## src/rtl/ctrl_pkg.sv

```systemverilog
// Shared encodings for the ID-stage control unit: opcodes, functs, ALUOp values,
// the mul/div sequencer state and the per-instruction control bundle.
package ctrl_pkg;

    localparam int ALUOP_WIDTH = 2;

    localparam logic [ALUOP_WIDTH-1:0] ALUOP_ADD   = 2'b00;
    localparam logic [ALUOP_WIDTH-1:0] ALUOP_SUB   = 2'b01;
    localparam logic [ALUOP_WIDTH-1:0] ALUOP_FUNCT = 2'b10;

    localparam logic [5:0] OP_RTYPE = 6'b000000;
    localparam logic [5:0] OP_J     = 6'b000010;
    localparam logic [5:0] OP_JAL   = 6'b000011;
    localparam logic [5:0] OP_BEQ   = 6'b000100;
    localparam logic [5:0] OP_BNE   = 6'b000101;
    localparam logic [5:0] OP_ADDI  = 6'b001000;
    localparam logic [5:0] OP_SLTI  = 6'b001010;
    localparam logic [5:0] OP_ANDI  = 6'b001100;
    localparam logic [5:0] OP_ORI   = 6'b001101;
    localparam logic [5:0] OP_XORI  = 6'b001110;
    localparam logic [5:0] OP_LUI   = 6'b001111;
    localparam logic [5:0] OP_LB    = 6'b100000;
    localparam logic [5:0] OP_LH    = 6'b100001;
    localparam logic [5:0] OP_LW    = 6'b100011;
    localparam logic [5:0] OP_LBU   = 6'b100100;
    localparam logic [5:0] OP_LHU   = 6'b100101;
    localparam logic [5:0] OP_LWU   = 6'b100111;
    localparam logic [5:0] OP_SB    = 6'b101000;
    localparam logic [5:0] OP_SH    = 6'b101001;
    localparam logic [5:0] OP_SW    = 6'b101011;

    localparam logic [5:0] FN_SLL   = 6'b000000;
    localparam logic [5:0] FN_SRL   = 6'b000010;
    localparam logic [5:0] FN_SRA   = 6'b000011;
    localparam logic [5:0] FN_JR    = 6'b001000;
    localparam logic [5:0] FN_JALR  = 6'b001001;
    localparam logic [5:0] FN_MFHI  = 6'b010000;
    localparam logic [5:0] FN_MFLO  = 6'b010010;
    localparam logic [5:0] FN_MULT  = 6'b011000;
    localparam logic [5:0] FN_MULTU = 6'b011001;
    localparam logic [5:0] FN_DIV   = 6'b011010;
    localparam logic [5:0] FN_DIVU  = 6'b011011;

    typedef enum logic {
        IDLE = 1'b0,
        BUSY = 1'b1
    } md_state_e;

    typedef struct packed {
        logic                   regdst;
        logic                   branch;
        logic                   memread;
        logic                   memtoreg;
        logic                   memwrite;
        logic                   alusrc;
        logic                   regwrite;
        logic                   jump;
        logic                   shift;
        logic                   jal;
        logic [ALUOP_WIDTH-1:0] aluop;
    } ctrl_bundle_t;

    localparam ctrl_bundle_t CTRL_NOP = '0;

    function automatic logic is_muldiv_funct(input logic [5:0] fn);
        return fn inside {FN_MULT, FN_MULTU, FN_DIV, FN_DIVU};
    endfunction

endpackage

```

## src/rtl/ctrl_decode_comb.sv

```systemverilog
// Pure combinational opcode/funct decoder: produces the control bundle, the resolved
// destination register and the hazard-relevant flags for the instruction sitting in ID.
module ctrl_decode_comb
    import ctrl_pkg::*;
#(
    parameter int REG_AW   = 5,
    parameter int LINK_REG = 31
) (
    input  logic [5:0]        opcode,
    input  logic [5:0]        funct,
    input  logic [REG_AW-1:0] rt,
    input  logic [REG_AW-1:0] rd,
    output ctrl_bundle_t      ctrl,
    output logic [REG_AW-1:0] dst,
    output logic              uses_rt,
    output logic              is_muldiv,
    output logic              md_dep
);

    always_comb begin
        ctrl      = CTRL_NOP;
        dst       = '0;
        uses_rt   = 1'b0;
        is_muldiv = 1'b0;
        md_dep    = 1'b0;

        case (opcode)
            OP_RTYPE: begin
                uses_rt   = 1'b1;
                is_muldiv = is_muldiv_funct(funct);
                md_dep    = is_muldiv_funct(funct) || (funct inside {FN_MFHI, FN_MFLO});
                if (funct == FN_JR) begin
                    ctrl.jump = 1'b1;
                end else if (funct == FN_JALR) begin
                    ctrl.regdst   = 1'b1;
                    ctrl.regwrite = 1'b1;
                    ctrl.jump     = 1'b1;
                    ctrl.jal      = 1'b1;
                    dst           = rd;
                end else if (!is_muldiv_funct(funct)) begin
                    // MULT/DIV write HI/LO only, so they carry no register-file controls
                    ctrl.regdst   = 1'b1;
                    ctrl.regwrite = 1'b1;
                    ctrl.aluop    = ALUOP_FUNCT;
                    ctrl.shift    = funct inside {FN_SLL, FN_SRL, FN_SRA};
                    dst           = rd;
                end
            end
            OP_LB, OP_LH, OP_LW, OP_LBU, OP_LHU, OP_LWU: begin
                ctrl.memread  = 1'b1;
                ctrl.memtoreg = 1'b1;
                ctrl.alusrc   = 1'b1;
                ctrl.regwrite = 1'b1;
                dst           = rt;
            end
            OP_SB, OP_SH, OP_SW: begin
                ctrl.memwrite = 1'b1;
                ctrl.alusrc   = 1'b1;
                uses_rt       = 1'b1;
            end
            OP_ADDI, OP_SLTI, OP_ANDI, OP_ORI, OP_XORI, OP_LUI: begin
                ctrl.alusrc   = 1'b1;
                ctrl.regwrite = 1'b1;
                ctrl.aluop    = ALUOP_FUNCT;
                dst           = rt;
            end
            OP_BEQ, OP_BNE: begin
                ctrl.branch = 1'b1;
                ctrl.aluop  = ALUOP_SUB;
                uses_rt     = 1'b1;
            end
            OP_J: begin
                ctrl.jump = 1'b1;
            end
            OP_JAL: begin
                ctrl.jump     = 1'b1;
                ctrl.jal      = 1'b1;
                ctrl.regwrite = 1'b1;
                dst           = REG_AW'(LINK_REG);
            end
            default: begin
                ctrl = CTRL_NOP;
            end
        endcase
    end

endmodule

```

## src/rtl/ctrl_decode_pipe.sv

```systemverilog
// ID-stage control unit: ID/EX control register, load-use / flush / stall handling and,
// when CTRL_MULDIV_EN is defined, the multi-cycle MULT/DIV occupancy sequencer.
module ctrl_decode_pipe
    import ctrl_pkg::*;
#(
    parameter int REG_AW        = 5,
    parameter int ALUOP_W       = 2,
    parameter int MULDIV_CYCLES = 32,
    parameter int LINK_REG      = 31
) (
    input  logic               clk,
    input  logic               reset_n,
    input  logic               instr_valid,
    input  logic [5:0]         opcode,
    input  logic [5:0]         funct,
    input  logic [REG_AW-1:0]  rs,
    input  logic [REG_AW-1:0]  rt,
    input  logic [REG_AW-1:0]  rd,
    input  logic               flush,
    input  logic               stall_ext,
    output logic               pc_write,
    output logic               ifid_write,
    output logic               ex_valid,
    output logic               ex_regdst,
    output logic               ex_branch,
    output logic               ex_memread,
    output logic               ex_memtoreg,
    output logic               ex_memwrite,
    output logic               ex_alusrc,
    output logic               ex_regwrite,
    output logic               ex_jump,
    output logic               ex_shift,
    output logic               ex_jal,
    output logic [ALUOP_W-1:0] ex_aluop,
    output logic [REG_AW-1:0]  ex_dst,
    output logic               muldiv_start,
    output logic               muldiv_busy
);

    ctrl_bundle_t      dec_ctrl;
    logic [REG_AW-1:0] dec_dst;
    logic              dec_uses_rt;
    logic              dec_is_muldiv;
    logic              dec_md_dep;

    ctrl_decode_comb #(
        .REG_AW   (REG_AW),
        .LINK_REG (LINK_REG)
    ) u_decode (
        .opcode    (opcode),
        .funct     (funct),
        .rt        (rt),
        .rd        (rd),
        .ctrl      (dec_ctrl),
        .dst       (dec_dst),
        .uses_rt   (dec_uses_rt),
        .is_muldiv (dec_is_muldiv),
        .md_dep    (dec_md_dep)
    );

    logic              ex_valid_q, ex_valid_d;
    ctrl_bundle_t      ex_ctrl_q, ex_ctrl_d;
    logic [REG_AW-1:0] ex_dst_q, ex_dst_d;
    logic              load_use;
    logic              md_stall;
    logic              load_ok;

    // A load only hurts if it writes a real register that the ID instruction reads
    assign load_use = instr_valid && ex_valid_q && ex_ctrl_q.memread && (ex_dst_q != '0) &&
                      ((ex_dst_q == rs) || (dec_uses_rt && (ex_dst_q == rt)));

    assign load_ok    = !flush && !stall_ext && !md_stall && !load_use && instr_valid;
    assign pc_write   = flush || !(stall_ext || load_use || md_stall);
    assign ifid_write = flush || !(stall_ext || load_use || md_stall);

    always_comb begin
        ex_valid_d = ex_valid_q;
        ex_ctrl_d  = ex_ctrl_q;
        ex_dst_d   = ex_dst_q;
        if (flush) begin
            ex_valid_d = 1'b0;
            ex_ctrl_d  = CTRL_NOP;
            ex_dst_d   = '0;
        end else if (stall_ext) begin
            ex_valid_d = ex_valid_q;
        end else if (load_ok) begin
            ex_valid_d = 1'b1;
            ex_ctrl_d  = dec_ctrl;
            ex_dst_d   = dec_dst;
        end else begin
            ex_valid_d = 1'b0;
            ex_ctrl_d  = CTRL_NOP;
            ex_dst_d   = '0;
        end
    end

    always_ff @(posedge clk or negedge reset_n) begin
        if (!reset_n) begin
            ex_valid_q <= 1'b0;
            ex_ctrl_q  <= CTRL_NOP;
            ex_dst_q   <= '0;
        end else begin
            ex_valid_q <= ex_valid_d;
            ex_ctrl_q  <= ex_ctrl_d;
            ex_dst_q   <= ex_dst_d;
        end
    end

    assign ex_valid    = ex_valid_q;
    assign ex_regdst   = ex_ctrl_q.regdst;
    assign ex_branch   = ex_ctrl_q.branch;
    assign ex_memread  = ex_ctrl_q.memread;
    assign ex_memtoreg = ex_ctrl_q.memtoreg;
    assign ex_memwrite = ex_ctrl_q.memwrite;
    assign ex_alusrc   = ex_ctrl_q.alusrc;
    assign ex_regwrite = ex_ctrl_q.regwrite;
    assign ex_jump     = ex_ctrl_q.jump;
    assign ex_shift    = ex_ctrl_q.shift;
    assign ex_jal      = ex_ctrl_q.jal;
    assign ex_aluop    = ALUOP_W'(ex_ctrl_q.aluop);
    assign ex_dst      = ex_dst_q;

`ifdef CTRL_MULDIV_EN
    localparam int                CNT_W    = $clog2(MULDIV_CYCLES);
    localparam logic [CNT_W-1:0]  CNT_LOAD = CNT_W'(MULDIV_CYCLES - 1);

    md_state_e        state_q, state_d;
    logic [CNT_W-1:0] cnt_q, cnt_d;
    logic             start_q, start_d;

    // Anything touching HI/LO while the unit is occupied waits as a bubble
    assign md_stall = (state_q == BUSY) && instr_valid && dec_md_dep;

    always_comb begin
        state_d = state_q;
        cnt_d   = cnt_q;
        start_d = 1'b0;
        case (state_q)
            IDLE: begin
                if (load_ok && dec_is_muldiv) begin
                    state_d = BUSY;
                    cnt_d   = CNT_LOAD;
                    start_d = 1'b1;
                end
            end
            BUSY: begin
                if (cnt_q == '0) begin
                    state_d = IDLE;
                end else begin
                    cnt_d = cnt_q - CNT_W'(1);
                end
            end
            default: begin
                state_d = IDLE;
            end
        endcase
    end

    always_ff @(posedge clk or negedge reset_n) begin
        if (!reset_n) begin
            state_q <= IDLE;
            cnt_q   <= '0;
            start_q <= 1'b0;
        end else begin
            state_q <= state_d;
            cnt_q   <= cnt_d;
            start_q <= start_d;
        end
    end

    assign muldiv_start = start_q;
    assign muldiv_busy  = (state_q == BUSY);
`else
    logic md_unused;

    assign md_stall     = 1'b0;
    assign muldiv_start = 1'b0;
    assign muldiv_busy  = 1'b0;
    assign md_unused    = &{1'b0, dec_is_muldiv, dec_md_dep, (MULDIV_CYCLES > 1)};
`endif

endmodule

```

## config.mk

```make
export PLATFORM = sky130hd
export DESIGN_NAME = ctrl_decode_pipe
export DESIGN_NICKNAME = d
export VERILOG_FILES = /design/src/rtl/ctrl_pkg.sv /design/src/rtl/ctrl_decode_comb.sv /design/src/rtl/ctrl_decode_pipe.sv
export SDC_FILE = /design/constraint.sdc
export NUM_CORES = 1
export LEC_CHECK = 0
export ABC_CLOCK_PERIOD_IN_PS = 3600
export CORE_MARGIN = 8
export CORE_UTILIZATION = 43
export DETAILED_ROUTE_END_ITERATION = 7
export GPL_TIMING_DRIVEN = 1
export PLACE_DENSITY = 0.85
export SLEW_MARGIN = 40
export SYNTH_ARGS = -nofsm -noshare
export SYNTH_HDL_FRONTEND = slang
export SYNTH_SLANG_ARGS = --single-unit
```

## constraint.sdc

```tcl
create_clock -name clk -period 3.6 [get_ports clk]
set_input_delay 0.72 -clock clk [delete_from_list [all_inputs] [get_ports clk]]
set_output_delay 0.72 -clock clk [all_outputs]
set_load 0.1 [all_outputs]
```

==> metrics.md <==
| Metric | Value |
|---|---|
| Bufs on Longest Clock Path | 2 |
| Yosys reg bits | 17 |
| H-tree Lvls | 1 |
| Number of flops mapped to enable cells by yosys | 0 |
| Starting Density | 44.19% |
| Fin Setup TNS | 0 ns |
| Hold buffer count at cts | 0 |
| Skew final | 0.002890 ns |
| Crit start category | input pin |
| Critical Path RT | 2.88 ns |
| Post-DP HPWL | 2596 µm |
| Final period utilization | 94.07% |
| Peak supply drop | 0.0001515 V |
| Row count | 18 |
| Clk pin slew, worst setup/hold paths | 0.10 ns |
| Top-area cell type share of the netlist area | 39.58% |
| Post-synthesis cell type count | 36 |
| Clock root buffer | clkbuf_4 |
| LEAKAGE | 0.7109 nW |
| RD Place Congestion | 0.8668 |
| First-pass GRT wire length | 5375 µm |
| Reg2reg end | ex_aluop[0] |
| Initial antenna violation count | 0 |
| Synthesized area | 1075 µm² |
| Post-Layout Cell Count | 204 |
| Core Area | 2432 µm² |
| Synth Flop Type | dfrtp_1 |
| Crit path kind | input pin to output pin |
| Wire per inst | 16.18 µm |
| Maximum clock rate | 295.3 MHz |
| Cell taking the most area after synthesis | dfrtp_1 |
| ANT nets after route | 0 |
| Commonest cells post-synth | nand2_1 (22), dfrtp_1 (17), xor2_1 (10), o21ai_1 (9), nor2_1 (8) |
| Die Span Y | 66.00 µm |
| Crit path DAT | 2.67 ns |
| Count leader, synth | nand2_1 |
| ANT cells | 0 |
| Setup crit end kind | output pin |
| Register area share after synthesis | 39.58% |
| Chip Width | 66.00 µm |
| Post-route DRC | 0 |
| Min Tclk post-route | 3.387 ns |
| Reg2Reg Setup Slack | 1.75 ns |
| TritonCTS clock tree | built |
| Final setup fails | 0 |
| Async SR Flop Fraction | 100.0% |
| Via Count | 1148 |
| Overall Global Routing Usage | 15.24% |
| Worst r2r src | ex_dst[2] |
| Syn avg cell area | 8.598 µm² |
| Hold WC Path Type | input pin to asynchronous set/reset pin |
| Die ar. | 4355 µm² |
| Worst setup slack after layout | 0.2133 ns |
| Max-capacitance violation count | 0 |
| CP max FO | 6 |
| Status | finished, final reports clean |
| Worst-Margin Slew | 0.8077 ns |
| Drt pass-1 iters | 4 |
| Total Wirelength | 3300 µm |
| DP Cell Count | 200 |
| Ranking of synthesized cells by area | dfrtp_1 (40%), xor2_1 (8.1%), nand2_1 (7.7%) |
| P&R area growth vs syn | 42.03% |
| Worst Reg-to-Reg Cells | 5 |
| Layout cell share with drive strength beyond 1 | 17.24% |
| I/O pin count | 54 |
| Vias in the first global route | 1142 |
| Fin area | 1526 µm² |
| DR iter-0 viols | 101 |
| Final hold vios | 0 |
| Worst-skew pair later-pin latency | 0.28 ns |
| Fin nets | 207 |
| RSZ-0062 raised after global routing | false |
| Post CTS Setup Buffer Count | 0 |
| PortBufs | 51 |
| Largest net degree at the start of global routing | 18 |
| Pre-CTS WS | 0.3046 ns |
| Max Slew Vio Count | 0 |
| Grt ovf | 0 |
| Cts repair resizes | 0 |
| Power per cell area | 276.1 nW/µm² |
| Ys Warns | 0 |
| Max-slew headroom | 46.04% |
| Via density | 5.627 |
| Clk sink count | 17 |
| Cells after Synth | 125 |
| Post-DP Area | 1504 µm² |
| CTS Buf Count | 3 |
==> state kept, by name, summed over array words and instances (netlist names) <==
| register | cells |
|---|---|
| ex_aluop | 2 |
| ex_alusrc | 1 |
| ex_branch | 1 |
| ex_dst | 5 |
| ex_jal | 1 |
| ex_jump | 1 |
| ex_memread | 1 |
| ex_memwrite | 1 |
| ex_regdst | 1 |
| ex_regwrite | 1 |
| ex_shift | 1 |
| ex_valid | 1 |
==> power breakdown <==
group          switching [mW]  internal, mW
registers             0.00247         0.193
logic                  0.0784        0.0487
clock network          0.0573        0.0412
==> layer usage <==
metal	GRT usage, %	up-vias	share of wire [%]
met3	3.220	2	11
met4	6.400	0	1.2
li1	-	546	-
met1	19.66	538	41
met2	24.00	62	47
met5	0	-	0
==> layout make-up <==
cell class                 count  area, µm²
multi-input combinational     96      574.3
inverter                       5      18.77
timing repair buffer          52      442.9
clock inverter                 1      5.005
sequential                    17      425.4
clock buffer                   3      22.52
fill                         231      905.9
tap                           30      37.54
==> cells in the final DEF, fill, tap and decap left out, drive strengths merged, types with 2 or more instances in the layout <==
cell type and count:
nor4 2, nand2 23, clkbuf 3, and2 2, conb 2, buf 22
nor2 8, nor3 5, a31oi 3, dfrtp 17, inv 5, clkdlybuf4s50 30
xor2 10, a21oi 3, o21ai 14, a221oi 5, nand3 3
==> stage by stage <==
stage | total power [mW] | hold WS [ns] | utilization, %
2_1_floorplan | 0.2683 | 0.4244 | -
3_3_place_gp | 0.3259 | 0.4614 | 65.54
3_5_place_dp | 0.3262 | 0.4709 | 61.83
4_1_cts | 0.4255 | 0.4947 | 62.96
5_1_grt | 0.4420 | 0.3567 | 62.76
6_report | 0.4214 | 0.3398 | 62.76
==> kinds of logic (layout without fill, tap and decap cells) <==
family,Yosys count,after routing,share of synthesized area (%)
flip-flops,17,17,39.58
XOR/XNOR,10,10,8.149
AND/OR/NAND/NOR,50,50,23.17
buffers and inverters,13,61,7.335
other,1,2,0.3489
AO/OA/AOI/OAI,34,34,21.42
==> worst max path at each step <==
stage / slack, ns / start / to
finish: 0.21 / opcode[0] / pc_write
global route: 0.1 / opcode[2] / ifid_write
CTS: 0.28 / opcode[0] / pc_write
detailed placement: 0.30 / opcode[0] / pc_write
global placement: 0.31 / opcode[0] / ifid_write
floorplan: 0.31 / ex_dst[2] / pc_write
==> critical path, cell delays in order <==
cell and delay [ns]:
clkdlybuf4s50_1 0.53, a2111oi_0 0.72, o2111ai_2 0.24, a21o_1 0.27
buf_12 0.19
Power figures use the tool's default switching activity.
